`src/rtl/trivium_pkg.sv`:
```
// Shared types, constants and the single-round Trivium update used by the cipher engine.
package trivium_pkg;

  typedef enum logic [1:0] {
    IDLE = 2'd0,
    LOAD = 2'd1,
    WARM = 2'd2,
    RUN  = 2'd3
  } state_t;

  localparam int KEY_BYTES   = 10;
  localparam int IV_BYTES    = 10;
  localparam int WARM_ROUNDS = 1152;
  localparam int STATE_W     = 288;

  typedef struct packed {
    logic [STATE_W-1:0] s;
    logic               z;
  } round_t;

  // Bit s[i-1] holds Trivium state bit s_i; z is produced before the shift.
  function automatic round_t trivium_round(input logic [STATE_W-1:0] s);
    logic   t1, t2, t3;
    round_t r;
    t1  = s[65] ^ s[92];
    t2  = s[161] ^ s[176];
    t3  = s[242] ^ s[287];
    r.z = t1 ^ t2 ^ t3;
    t1  = t1 ^ (s[90] & s[91]) ^ s[170];
    t2  = t2 ^ (s[174] & s[175]) ^ s[263];
    t3  = t3 ^ (s[285] & s[286]) ^ s[68];
    r.s = {s[286:177], t2, s[175:93], t1, s[91:0], t3};
    return r;
  endfunction

endpackage

```
`src/rtl/trivium_crypt_fifo_fifo.sv`:
```
// Show-ahead FIFO with registered level and almost-full flag; pointers carry a wrap bit.
module trivium_fifo
  import trivium_pkg::*;
#(
  parameter int W         = 8,
  parameter int DEPTH     = 16,
  parameter int AFULL_LVL = DEPTH - 2
) (
  input  logic                     clk,
  input  logic                     rst,
  input  logic                     push,
  input  logic [W-1:0]             wdata,
  input  logic                     pop,
  output logic [W-1:0]             rdata,
  output logic                     empty,
  output logic                     full,
  output logic [$clog2(DEPTH):0]   level,
  output logic                     afull
);

  localparam int AW = $clog2(DEPTH);
  localparam int LW = AW + 1;
  localparam logic [AW:0]   PTR_ONE = (AW + 1)'(1);
  localparam logic [LW-1:0] LVL_ONE = LW'(1);
  localparam logic [LW-1:0] AFULL_L = LW'(AFULL_LVL);

  logic [W-1:0]  mem [DEPTH];
  logic [AW:0]   wr_ptr, rd_ptr;
  logic [LW-1:0] level_nx;
  logic          push_ok, pop_ok;

  assign empty   = (wr_ptr == rd_ptr);
  assign full    = (wr_ptr[AW] != rd_ptr[AW]) && (wr_ptr[AW-1:0] == rd_ptr[AW-1:0]);
  assign push_ok = push && !full;
  assign pop_ok  = pop && !empty;
  assign rdata   = empty ? '0 : mem[rd_ptr[AW-1:0]];

  always_comb begin
    level_nx = level;
    case ({push_ok, pop_ok})
      2'b10:   level_nx = level + LVL_ONE;
      2'b01:   level_nx = level - LVL_ONE;
      default: level_nx = level;
    endcase
  end

  always_ff @(posedge clk or negedge rst) begin
    if (!rst) begin
      wr_ptr <= '0;
      rd_ptr <= '0;
      level  <= '0;
      afull  <= 1'b0;
    end else begin
      if (push_ok) wr_ptr <= wr_ptr + PTR_ONE;
      if (pop_ok)  rd_ptr <= rd_ptr + PTR_ONE;
      level <= level_nx;
      afull <= (level_nx >= AFULL_L);
    end
  end

  always_ff @(posedge clk) begin
    if (push_ok) mem[wr_ptr[AW-1:0]] <= wdata;
  end

endmodule

```
`src/rtl/trivium_crypt_fifo.sv`:
```
// Trivium engine: byte-serial key/IV load, unrolled warm-up, XOR of accepted words into a FIFO.
//
// state | meaning
// IDLE  | no key loaded, waiting for first cfg byte
// LOAD  | collecting 20 key/IV bytes
// WARM  | running 1152 initialisation rounds, DATA_W per cycle
// RUN   | encrypting/decrypting accepted words
module trivium_crypt_fifo
  import trivium_pkg::*;
#(
  parameter int DATA_W     = 8,
  parameter int FIFO_DEPTH = 16,
  parameter int AFULL_LVL  = FIFO_DEPTH - 2
) (
  input  logic                          clk,
  input  logic                          rst,
  input  logic [7:0]                    cfg_data,
  input  logic                          cfg_stb,
  input  logic [DATA_W-1:0]             din,
  input  logic                          din_vld,
  output logic                          din_rdy,
  output logic [DATA_W-1:0]             dout,
  output logic                          dout_vld,
  input  logic                          dout_rdy,
  output logic [$clog2(FIFO_DEPTH):0]   level,
  output logic                          afull,
  output logic [1:0]                    state_o
);

  localparam int WARM_CYC  = WARM_ROUNDS / DATA_W;
  localparam int CW        = $clog2(WARM_ROUNDS);
  localparam int KIV_W     = (KEY_BYTES + IV_BYTES) * 8;
  localparam int LAST_BYTE = KEY_BYTES + IV_BYTES - 1;

  state_t             state, state_nx;
  logic [4:0]         byte_cnt;
  logic [CW-1:0]      warm_cnt;
  logic [KIV_W-1:0]   kiv;
  logic [KIV_W-1:0]   kiv_full;
  logic [STATE_W-1:0] cstate, init_state, adv_state;
  logic [DATA_W-1:0]  z;
  logic               last_byte, accept, fifo_empty, fifo_full;
  round_t             r;

  assign last_byte = (state == LOAD) && cfg_stb && (byte_cnt == 5'(LAST_BYTE));
  assign din_rdy   = (state == RUN) && !cfg_stb && !fifo_full;
  assign accept    = din_vld && din_rdy;
  assign dout_vld  = !fifo_empty;
  assign state_o   = state;

  always_ff @(posedge clk or negedge rst) begin
    if (!rst) state <= IDLE;
    else      state <= state_nx;
  end

  always_comb begin
    state_nx = state;
    case (state)
      IDLE: if (cfg_stb) state_nx = LOAD;
      LOAD: if (last_byte) state_nx = WARM;
      WARM: begin
        if (cfg_stb)             state_nx = LOAD;
        else if (warm_cnt == '0) state_nx = RUN;
      end
      RUN:  if (cfg_stb) state_nx = LOAD;
      default: state_nx = IDLE;
    endcase
  end

  // The 20th byte is taken straight from the port so the cipher state loads on that edge.
  always_comb begin
    kiv_full             = {cfg_data, kiv[KIV_W-9:0]};
    init_state           = '0;
    init_state[79:0]     = kiv_full[79:0];
    init_state[172:93]   = kiv_full[159:80];
    init_state[287:285]  = 3'b111;
  end

  always_comb begin
    adv_state = cstate;
    z         = '0;
    r         = '0;
    for (int j = 0; j < DATA_W; j++) begin
      r         = trivium_round(adv_state);
      z[j]      = r.z;
      adv_state = r.s;
    end
  end

  always_ff @(posedge clk or negedge rst) begin
    if (!rst) begin
      byte_cnt <= '0;
      kiv      <= '0;
      warm_cnt <= '0;
      cstate   <= '0;
    end else begin
      if (cfg_stb) begin
        if (state == LOAD) begin
          kiv[{byte_cnt, 3'b000} +: 8] <= cfg_data;
          byte_cnt <= last_byte ? 5'd0 : byte_cnt + 5'd1;
        end else begin
          kiv[7:0] <= cfg_data;
          byte_cnt <= 5'd1;
        end
      end
      if (last_byte) begin
        cstate   <= init_state;
        warm_cnt <= CW'(WARM_CYC - 1);
      end else begin
        if ((state == WARM && !cfg_stb) || accept) cstate <= adv_state;
        if (state == WARM && warm_cnt != '0) warm_cnt <= warm_cnt - CW'(1);
      end
    end
  end

  trivium_fifo #(
    .W         (DATA_W),
    .DEPTH     (FIFO_DEPTH),
    .AFULL_LVL (AFULL_LVL)
  ) u_fifo (
    .clk   (clk),
    .rst   (rst),
    .push  (accept),
    .wdata (din ^ z),
    .pop   (dout_rdy),
    .rdata (dout),
    .empty (fifo_empty),
    .full  (fifo_full),
    .level (level),
    .afull (afull)
  );

endmodule

```
`config.mk`:
```
export PLATFORM = sky130hd
export DESIGN_NAME = trivium_crypt_fifo
export DESIGN_NICKNAME = d
export VERILOG_FILES = /design/src/rtl/trivium_pkg.sv /design/src/rtl/trivium_crypt_fifo_fifo.sv /design/src/rtl/trivium_crypt_fifo.sv
export SDC_FILE = /design/constraint.sdc
export NUM_CORES = 1
export LEC_CHECK = 0
export ABC_AREA = 1
export CAP_MARGIN = 20
export CORE_AREA = 3 3 221 223
export CTS_CLUSTER_DIAMETER = 100
export DETAILED_ROUTE_END_ITERATION = 16
export DIE_AREA = 0 0 224 226
export GPL_TIMING_DRIVEN = 0
export HOLD_SLACK_MARGIN = 0.1
export PLACE_DENSITY = 0.75
export SLEW_MARGIN = 20
export SYNTH_ARGS = -nofsm -noshare
export SYNTH_HDL_FRONTEND = slang
export SYNTH_SLANG_ARGS = --single-unit
export TNS_END_PERCENT = 30
```
`constraint.sdc`:
```
create_clock -name clk -period 5.1 [get_ports clk]
set_input_delay 0.51 -clock clk [delete_from_list [all_inputs] [get_ports clk]]
set_output_delay 0.51 -clock clk [all_outputs]
set_load 0.01 [all_outputs]
```
==> results of run 1 <==
cell type report:
class | instances | area [sq um]
sequential | 602 | 15700
timing repair buffer | 45 | 533
tap | 607 | 759
multi-input combinational | 2301 | 10800
clock inverter | 28 | 323
inverter | 144 | 541
fill | 3754 | 15300
buffer | 216 | 1050
clock buffer | 85 | 1770
power groups by stage:
stage	clock [mW]	combinational [mW]	sequential (mW)
3_5_place_dp	0	3.74	5.68
3_3_place_gp	0	3.62	5.68
2_1_floorplan	0	2.36	5.61
5_1_grt	4.90	4.21	5.65
6_report	4.66	3.85	5.60
4_1_cts	4.70	3.77	5.59
logic make-up (layout without fill, tap and decap cells):
family / count (synthesis) / count (layout) / synth area share [%]
simple gates: 1865 / 1865 / 28.5
flops: 602 / 602 / 56.0
buf+inv: 360 / 518 / 5.67
compound gates: 311 / 311 / 5.71
xor+xnor: 107 / 107 / 3.37
fa+ha+maj: 18 / 18 / 0.803
flip-flops by register name (all words and copies together) (netlist names):
register,flops
u_fifo.mem,128
cstate,288
state_o,2
warm_cnt,11
kiv,152
byte_cnt,5
u_fifo.level,5
u_fifo.rd_ptr,5
u_fifo.afull,1
u_fifo.wr_ptr,5
worst paths after layout:
check                              endpoint  depth (start not counted)        startpoint
hold reg to reg                  cstate[90]                          2        cstate[82]
setup reg to reg               u_fifo.afull                         20  u_fifo.rd_ptr[2]
hold / removal                  byte_cnt[1]                          2           cfg_stb
max in group asynchronous       cstate[123]                          5               rst
min in group asynchronous  u_fifo.rd_ptr[2]                          2               rst
setup / recovery                    dout[0]                         10  u_fifo.rd_ptr[0]
worst max-delay path, delay by kind of cell, from the launching register on:
kind	cells	cell delay [ps]
buffers and inverters	5	1590
AOI/OAI and AO/OA	2	500
DFF	1	460
and+or+nand+nor	3	240
through the flow:
stage	area, sq um	hold WS [ps]	TNS, ps	instances	setup WS [ps]
after floorplan	28000	214	0	3263	2480
after global placement	29200	461	-7956320	3907	-16830
after detailed placement	29300	462	0	3912	1600
after CTS	31400	190	0	4026	1160
after global routing	31500	233	0	4028	946
final	31500	214	0	4028	1150
layout by cell type, fill, tap and decap left out, types with 6 or more instances in the layout:
| cell type | n |
|---|---|
| sky130_fd_sc_hd__clkinv_2 | 13 |
| sky130_fd_sc_hd__nor3_1 | 8 |
| sky130_fd_sc_hd__edfxtp_1 | 128 |
| sky130_fd_sc_hd__inv_2 | 8 |
| sky130_fd_sc_hd__dfrtp_1 | 474 |
| sky130_fd_sc_hd__nand4_1 | 293 |
| sky130_fd_sc_hd__clkbuf_8 | 13 |
| sky130_fd_sc_hd__xor2_1 | 78 |
| sky130_fd_sc_hd__clkbuf_16 | 62 |
| sky130_fd_sc_hd__a21oi_1 | 13 |
| sky130_fd_sc_hd__buf_2 | 78 |
| sky130_fd_sc_hd__ha_1 | 18 |
| sky130_fd_sc_hd__clkbuf_1 | 111 |
| sky130_fd_sc_hd__o211ai_1 | 16 |
| sky130_fd_sc_hd__nand2_2 | 9 |
| sky130_fd_sc_hd__nand3_1 | 73 |
| sky130_fd_sc_hd__buf_4 | 28 |
| sky130_fd_sc_hd__o21ai_0 | 142 |
| sky130_fd_sc_hd__clkdlybuf4s50_1 | 36 |
| sky130_fd_sc_hd__nor2_1 | 159 |
| sky130_fd_sc_hd__inv_1 | 135 |
| sky130_fd_sc_hd__bufinv_16 | 6 |
| sky130_fd_sc_hd__buf_1 | 6 |
| sky130_fd_sc_hd__o21ai_1 | 138 |
| sky130_fd_sc_hd__nor3_2 | 10 |
| sky130_fd_sc_hd__nand2_1 | 1295 |
| sky130_fd_sc_hd__xnor2_1 | 26 |
routing by layer:
layer	track usage [%]	wire length (microns)
met5	0	7
met3	5.84	6730
met1	43.5	32400
met4	14.2	3930
met2	50.6	37300
==> qor_table.md, run 1 <==
| Item | Reported | Unit |
|---|---|---|
| Result of the run | finished, final reports clean | - |
| Area of the core | 46800 | sq um |
| Die footprint | 50600 | sq um |
| Placement row count | 79 | - |
| Kind of end point of the critical path | output port | - |
| Clock network latency to the later pin of the worst-skew pair | 650 | ps |
| Net switching power of the design | 4.98 | mW |
| Total standard cell area after synthesis | 28000 | sq um |
| Count of final setup violators | 0 | - |
| IO Pins | 39 | - |
| Area share of the largest cell type after synthesis | 42.3 | % |
| Clock transition at the register clock pins on the worst setup and hold paths after CTS | 70 | ps |
| Clock share of power | 33.0 | % |
| Aggregate routed wire length | 80400 | microns |
| Slowest cell on crit path | sky130_fd_sc_hd__clkdlybuf4s50_1 | - |
| Power consumption | 14.1 | mW |
| Final period utilization | 77.4 | % |
| Internal Power | 9.14 | mW |
| CTS hold repair buffers | 1 | - |
| Pin count of the biggest net entering global routing | 99 | - |
| PortBufs | 37 | - |
| Class of the worst hold path | in -> reg | - |
| GR Util All Layers | 31.9 | % |
| Library cell used as clock root buffer | sky130_fd_sc_hd__clkbuf_16 | - |
| Number of antenna violations at the first check in global routing | 1 | - |
| Max-cap violations | 0 | - |
| Number of synthesis warnings | 0 | - |
| Number of resized instances in the post-cts repair step | 0 | - |
| Synthesized net count | 3302 | - |
| Wire length of the first global-routing pass | 126000 | microns |
| Total via count in the routed design | 23800 | - |
| Final hold violations | 0 | - |
| Largest cells by area after synthesis | sky130_fd_sc_hd__dfrtp_1 42%, sky130_fd_sc_hd__nand2_1 17%, sky130_fd_sc_hd__edfxtp_1 14% | - |
| Fmax achieved | 253 | MHz |
| Data required time of the critical path | 4590 | ps |
| Cell count after synthesis | 3263 | - |
| Worst-path fanout max | 10 | - |
| Layout net count | 3410 | - |
| Number of clock sinks | 602 | - |
| Die width | 224 | microns |
| Synth Flop Type | sky130_fd_sc_hd__dfrtp_1 | - |
| Relative slew slack | 28.0 | % |
| Number of global-route vias before repair | 22700 | - |
| GPL Wtd Cong | 0.981 | - |
| Fraction of final layout cells with drive strength greater than 1 | 7.75 | % |
| Most frequent cells after synthesis | 1295 x sky130_fd_sc_hd__nand2_1, 474 x sky130_fd_sc_hd__dfrtp_1, 293 x sky130_fd_sc_hd__nand4_1 | - |
| Transition time at the pin with the least slew margin | 1070 | ps |
| Type of element launching the critical path | register | - |
| Yosys reg bits | 602 | - |
| Number of enable flip-flop cells after synthesis | 128 | - |
| Post-Synthesis Mean Instance Area | 8.60 | sq um |
| Number of max-slew violations in the final report | 0 | - |
| Cell type with the highest aggregate area in the netlist | sky130_fd_sc_hd__dfrtp_1 | - |
| RSZ-0062 raised after global routing | false | - |
| Share of flip-flops with an asynchronous set or reset after synthesis | 78.7 | % |
| Final core utilization | 67.3 | % |
| Top-count cell post-synth | sky130_fd_sc_hd__nand2_1 | - |
| Diode count | 0 | - |
| Worst VDD drop | 0.000274 | V |
| Worst setup path category | reg -> out | - |
| Starting Density | 60.0 | % |
| # H-tree levels | 2 | - |
| Routed wire per std cell | 20.0 | microns |
| Post-synthesis sequential area ratio | 56.0 | % |
| Min Tclk post-route | 3950 | ps |
| Area Growth Syn to Fin | 12.3 | % |
| Violation count after the first detailed-routing iteration | 2338 | - |
| Sequential share of power | 39.7 | % |
| Leftover overflow at the end of global routing | 0 | - |
| Leakage power | 15.5 | nW |
| Maximum buffer depth of the clock tree | 3 | - |
| Worst-case register-to-register setup slack | 1490 | ps |
| Number of post-CTS setup repair buffers | 0 | - |
| Arr. time, crit path | 3440 | ps |
| Power Density | 448 | nW/um^2 |
| Count of unique library cells instantiated by Yosys | 36 | - |
| Die H | 226 | microns |
| Clock tree from TritonCTS | built | - |
| Remaining antenna violation count | 0 | - |
| Clock Skew | 22.6 | ps |
| Logic gate share of total power | 27.3 | % |
| Hpwl dp | 56100 | microns |
| Pre-Repair DR Iteration Count | 7 | - |
| Number of buffers created by CTS | 61 | - |
| Cell-by-cell listing of the critical path | inv_1 > clkbuf_1 > clkbuf_1 > nor2_1 > o21ai_0 > nand2_1 > nand2_1 > inv_1 > a21oi_1 > clkdlybuf4s50_1 | - |
| Drt drc | 0 | - |
| Switching share of power | 35.3 | % |
| Slowest cell delay on critical path | 570 | ps |
| Via-to-Cell Ratio | 5.91 | - |
Note: power is estimated with default switching activity, not from simulation.
==> inputs of run 2 (changes only) <==
Settings changed: CORE_AREA 3 3 221 223 to 3 3 226 228, DIE_AREA 0 0 224 226 to 0 0 229 231.
Clock period 5.1 ns to 3.5 ns, I/O delays scaled along.
==> qor_table.md, run 2 (synthesis results as in run 1) <==
| Item | Reported | Unit |
|---|---|---|
| Combined flip-flop and latch cell area | 15700 | sq um |
| Start point of the critical path | u_fifo.rd_ptr[0] | - |
| Net switching power of the design | 7.22 | mW |
| Result of the run | finished, final reports clean | - |
| Area of the core | 49100 | sq um |
| Largest register by flop count | cstate | - |
| Fill cell total of the finished layout | 4087 | - |
| Sequential share of power | 39.8 | % |
| Max FFs per register | 288 | - |
| Wire length of the first global-routing pass | 124000 | microns |
| # H-tree levels | 2 | - |
| Number of global-route vias before repair | 22700 | - |
| Count of final setup violators | 0 | - |
| Library cell used as clock root buffer | sky130_fd_sc_hd__clkbuf_16 | - |
| Most common library cell in the layout ignoring fill and taps | sky130_fd_sc_hd__nand2_1 | - |
| Power consumption | 20.5 | mW |
| Kind of end point of the critical path | output port | - |
| Clock Skew | 14.6 | ps |
| Routed wire per std cell | 19.5 | microns |
| Number of buffers created by CTS | 61 | - |
| Number of clock sinks | 602 | - |
| Die footprint | 52900 | sq um |
| Pin count of the biggest net entering global routing | 106 | - |
| Finished layout cell area | 31500 | sq um |
| Slowest cell delay on critical path | 580 | ps |
| Placement row count | 81 | - |
| Pre-Repair DR Iteration Count | 6 | - |
| PortBufs | 37 | - |
| Clock tree from TritonCTS | built | - |
| Aggregate routed wire length | 79700 | microns |
| RSZ-0062 raised after global routing | false | - |
| Buf/Inv on CP | 4 | - |
| Max-cap violations | 0 | - |
| Leakage power | 15.5 | nW |
| R2r startpoint | u_fifo.wr_ptr[2] | - |
| Arr. time, crit path | 3020 | ps |
| Min Tclk post-route | 3370 | ps |
| Type of element launching the critical path | register | - |
| Worst setup path category | reg -> out | - |
| Area Growth Syn to Fin | 12.5 | % |
| Layout net count | 3409 | - |
| Number of post-CTS setup repair buffers | 0 | - |
| Die width | 229 | microns |
| Slowest cell on crit path | sky130_fd_sc_hd__clkdlybuf4s50_1 | - |
| Hpwl dp | 56000 | microns |
| Final hold violations | 0 | - |
| Via-to-Cell Ratio | 5.83 | - |
| Remaining antenna violation count | 0 | - |
| Logic gate share of total power | 27.5 | % |
| Total via count in the routed design | 23800 | - |
| Clock share of power | 32.7 | % |
| Maximum buffer depth of the clock tree | 3 | - |
| Transition time at the pin with the least slew margin | 1070 | ps |
| Clock network latency to the later pin of the worst-skew pair | 640 | ps |
| Leading cell types in the layout, fill and taps excluded | 1295 x sky130_fd_sc_hd__nand2_1, 473 x sky130_fd_sc_hd__dfrtp_1, 293 x sky130_fd_sc_hd__nand4_1 | - |
| Fmax achieved | 297 | MHz |
| Worst VDD drop | 0.000436 | V |
| Data required time of the critical path | 3150 | ps |
| Violation count after the first detailed-routing iteration | 2754 | - |
| Diode count | 0 | - |
| Leftover overflow at the end of global routing | 0 | - |
| GR Util All Layers | 29.9 | % |
| Combined area of the multi-input logic cells | 10800 | sq um |
| Number of max-slew violations in the final report | 0 | - |
| IO Pins | 39 | - |
| Die H | 231 | microns |
| Cell family contributing the most delay on the critical path | buffers and inverters | - |
| Worst-path fanout max | 10 | - |
| Final period utilization | 96.2 | % |
| Fraction of final layout cells with drive strength greater than 1 | 8.16 | % |
| Power Density | 650 | nW/um^2 |
| Clock transition at the register clock pins on the worst setup and hold paths after CTS | 60 | ps |
| Final core utilization | 64.3 | % |
| Post-DP Area | 29400 | sq um |
| Switching share of power | 35.2 | % |
| Drt drc | 0 | - |
| Internal Power | 13.3 | mW |
| Starting Density | 57.2 | % |
| GPL Wtd Cong | 0.998 | - |
| Class of the worst hold path | in -> async | - |
| Number of antenna violations at the first check in global routing | 0 | - |
| Cell-by-cell listing of the critical path | inv_1 > buf_2 > clkbuf_2 > nor2_1 > o211ai_1 > nand3_1 > a21oi_1 > clkdlybuf4s50_1 | - |
| Relative slew slack | 28.1 | % |
[run 2: cell count changes in the layout (fill, tap and decap cells not counted), moves of 2 or more]
cell / change
sky130_fd_sc_hd__clkbuf_8: -8
sky130_fd_sc_hd__clkinv_2: +3
sky130_fd_sc_hd__clkinv_1: +4
sky130_fd_sc_hd__clkinv_4: +2
sky130_fd_sc_hd__buf_6: +2
sky130_fd_sc_hd__clkbuf_2: +12
sky130_fd_sc_hd__inv_4: -2
sky130_fd_sc_hd__buf_2: -3
sky130_fd_sc_hd__clkbuf_1: -19
sky130_fd_sc_hd__clkbuf_4: +3
sky130_fd_sc_hd__inv_6: +2
sky130_fd_sc_hd__bufinv_16: +2
[run 2: what timing repair did]
action	in CTS	in global routing
endpoints found under the hold margin	88	0
setup endpoints to repair	8	11
resized for setup	6	28
hold buffers	2	0
cloned	0	0
[run 2: power groups by stage]
stage | clock network, mW | logic [mW] | registers, mW
after floorplan | 0 | 3.44 | 8.17
after global placement | 0 | 5.27 | 8.27
after detailed placement | 0 | 5.43 | 8.27
after CTS | 6.78 | 5.49 | 8.15
after global routing | 7.07 | 6.15 | 8.22
final | 6.69 | 5.63 | 8.17
[run 2: metal layers]
metal / track usage [%] / part of all wire, % / vias up
met3: 4.50 / 8.1 / 225
met4: 12.5 / 4.5 / 0
met5: 0 / 0 / -
met1: 40.5 / 40 / 11500
met2: 48.7 / 47 / 1065
li1: - / - / 11000
[run 2: per-stage QoR]
| stage | instances | worst slack [ps] | hold WS [ps] | setup TNS, ps |
|---|---|---|---|---|
| 3_5_place_dp | 3970 | 94.2 | 410 | 0 |
| 5_1_grt | 4082 | 2.16 | 383 | 0 |
| 3_3_place_gp | 3964 | -18110 | 459 | -8567030 |
| 2_1_floorplan | 3263 | 878 | 54.4 | 0 |
| 6_report | 4082 | 131 | 319 | 0 |
| 4_1_cts | 4083 | 2.79 | 327 | 0 |
[run 2: worst paths after layout]
kind                       cells after the start                to  slack, ps
min reg2reg                                    2       cstate[203]        470
min                                            2       cstate[123]        320
max in group asynchronous                      4       cstate[204]       1750
min in group clk                               3  u_fifo.rd_ptr[0]        430
max                                            8           dout[7]        130
max reg2reg                                   19      u_fifo.afull        320
[run 2: worst reg2reg max path, delay by kind of cell, from the launching register on]
kind / cells / cell delay (ps)
DFF: 1 / 470
and+or+nand+nor: 9 / 900
buffers and inverters: 6 / 880
AOI/OAI and AO/OA: 2 / 310
adders and majority gates: 2 / 550
[run 2: layout make-up]
cell class,count,area share [%]
plain buffers,215,3.40
clock buffers,72,5.13
clock inverters,39,1.37
inverters,144,1.71
multi-input cells,2301,34.3
flip-flops and latches,602,49.8
well taps,664,2.63
repair buffers,45,1.66
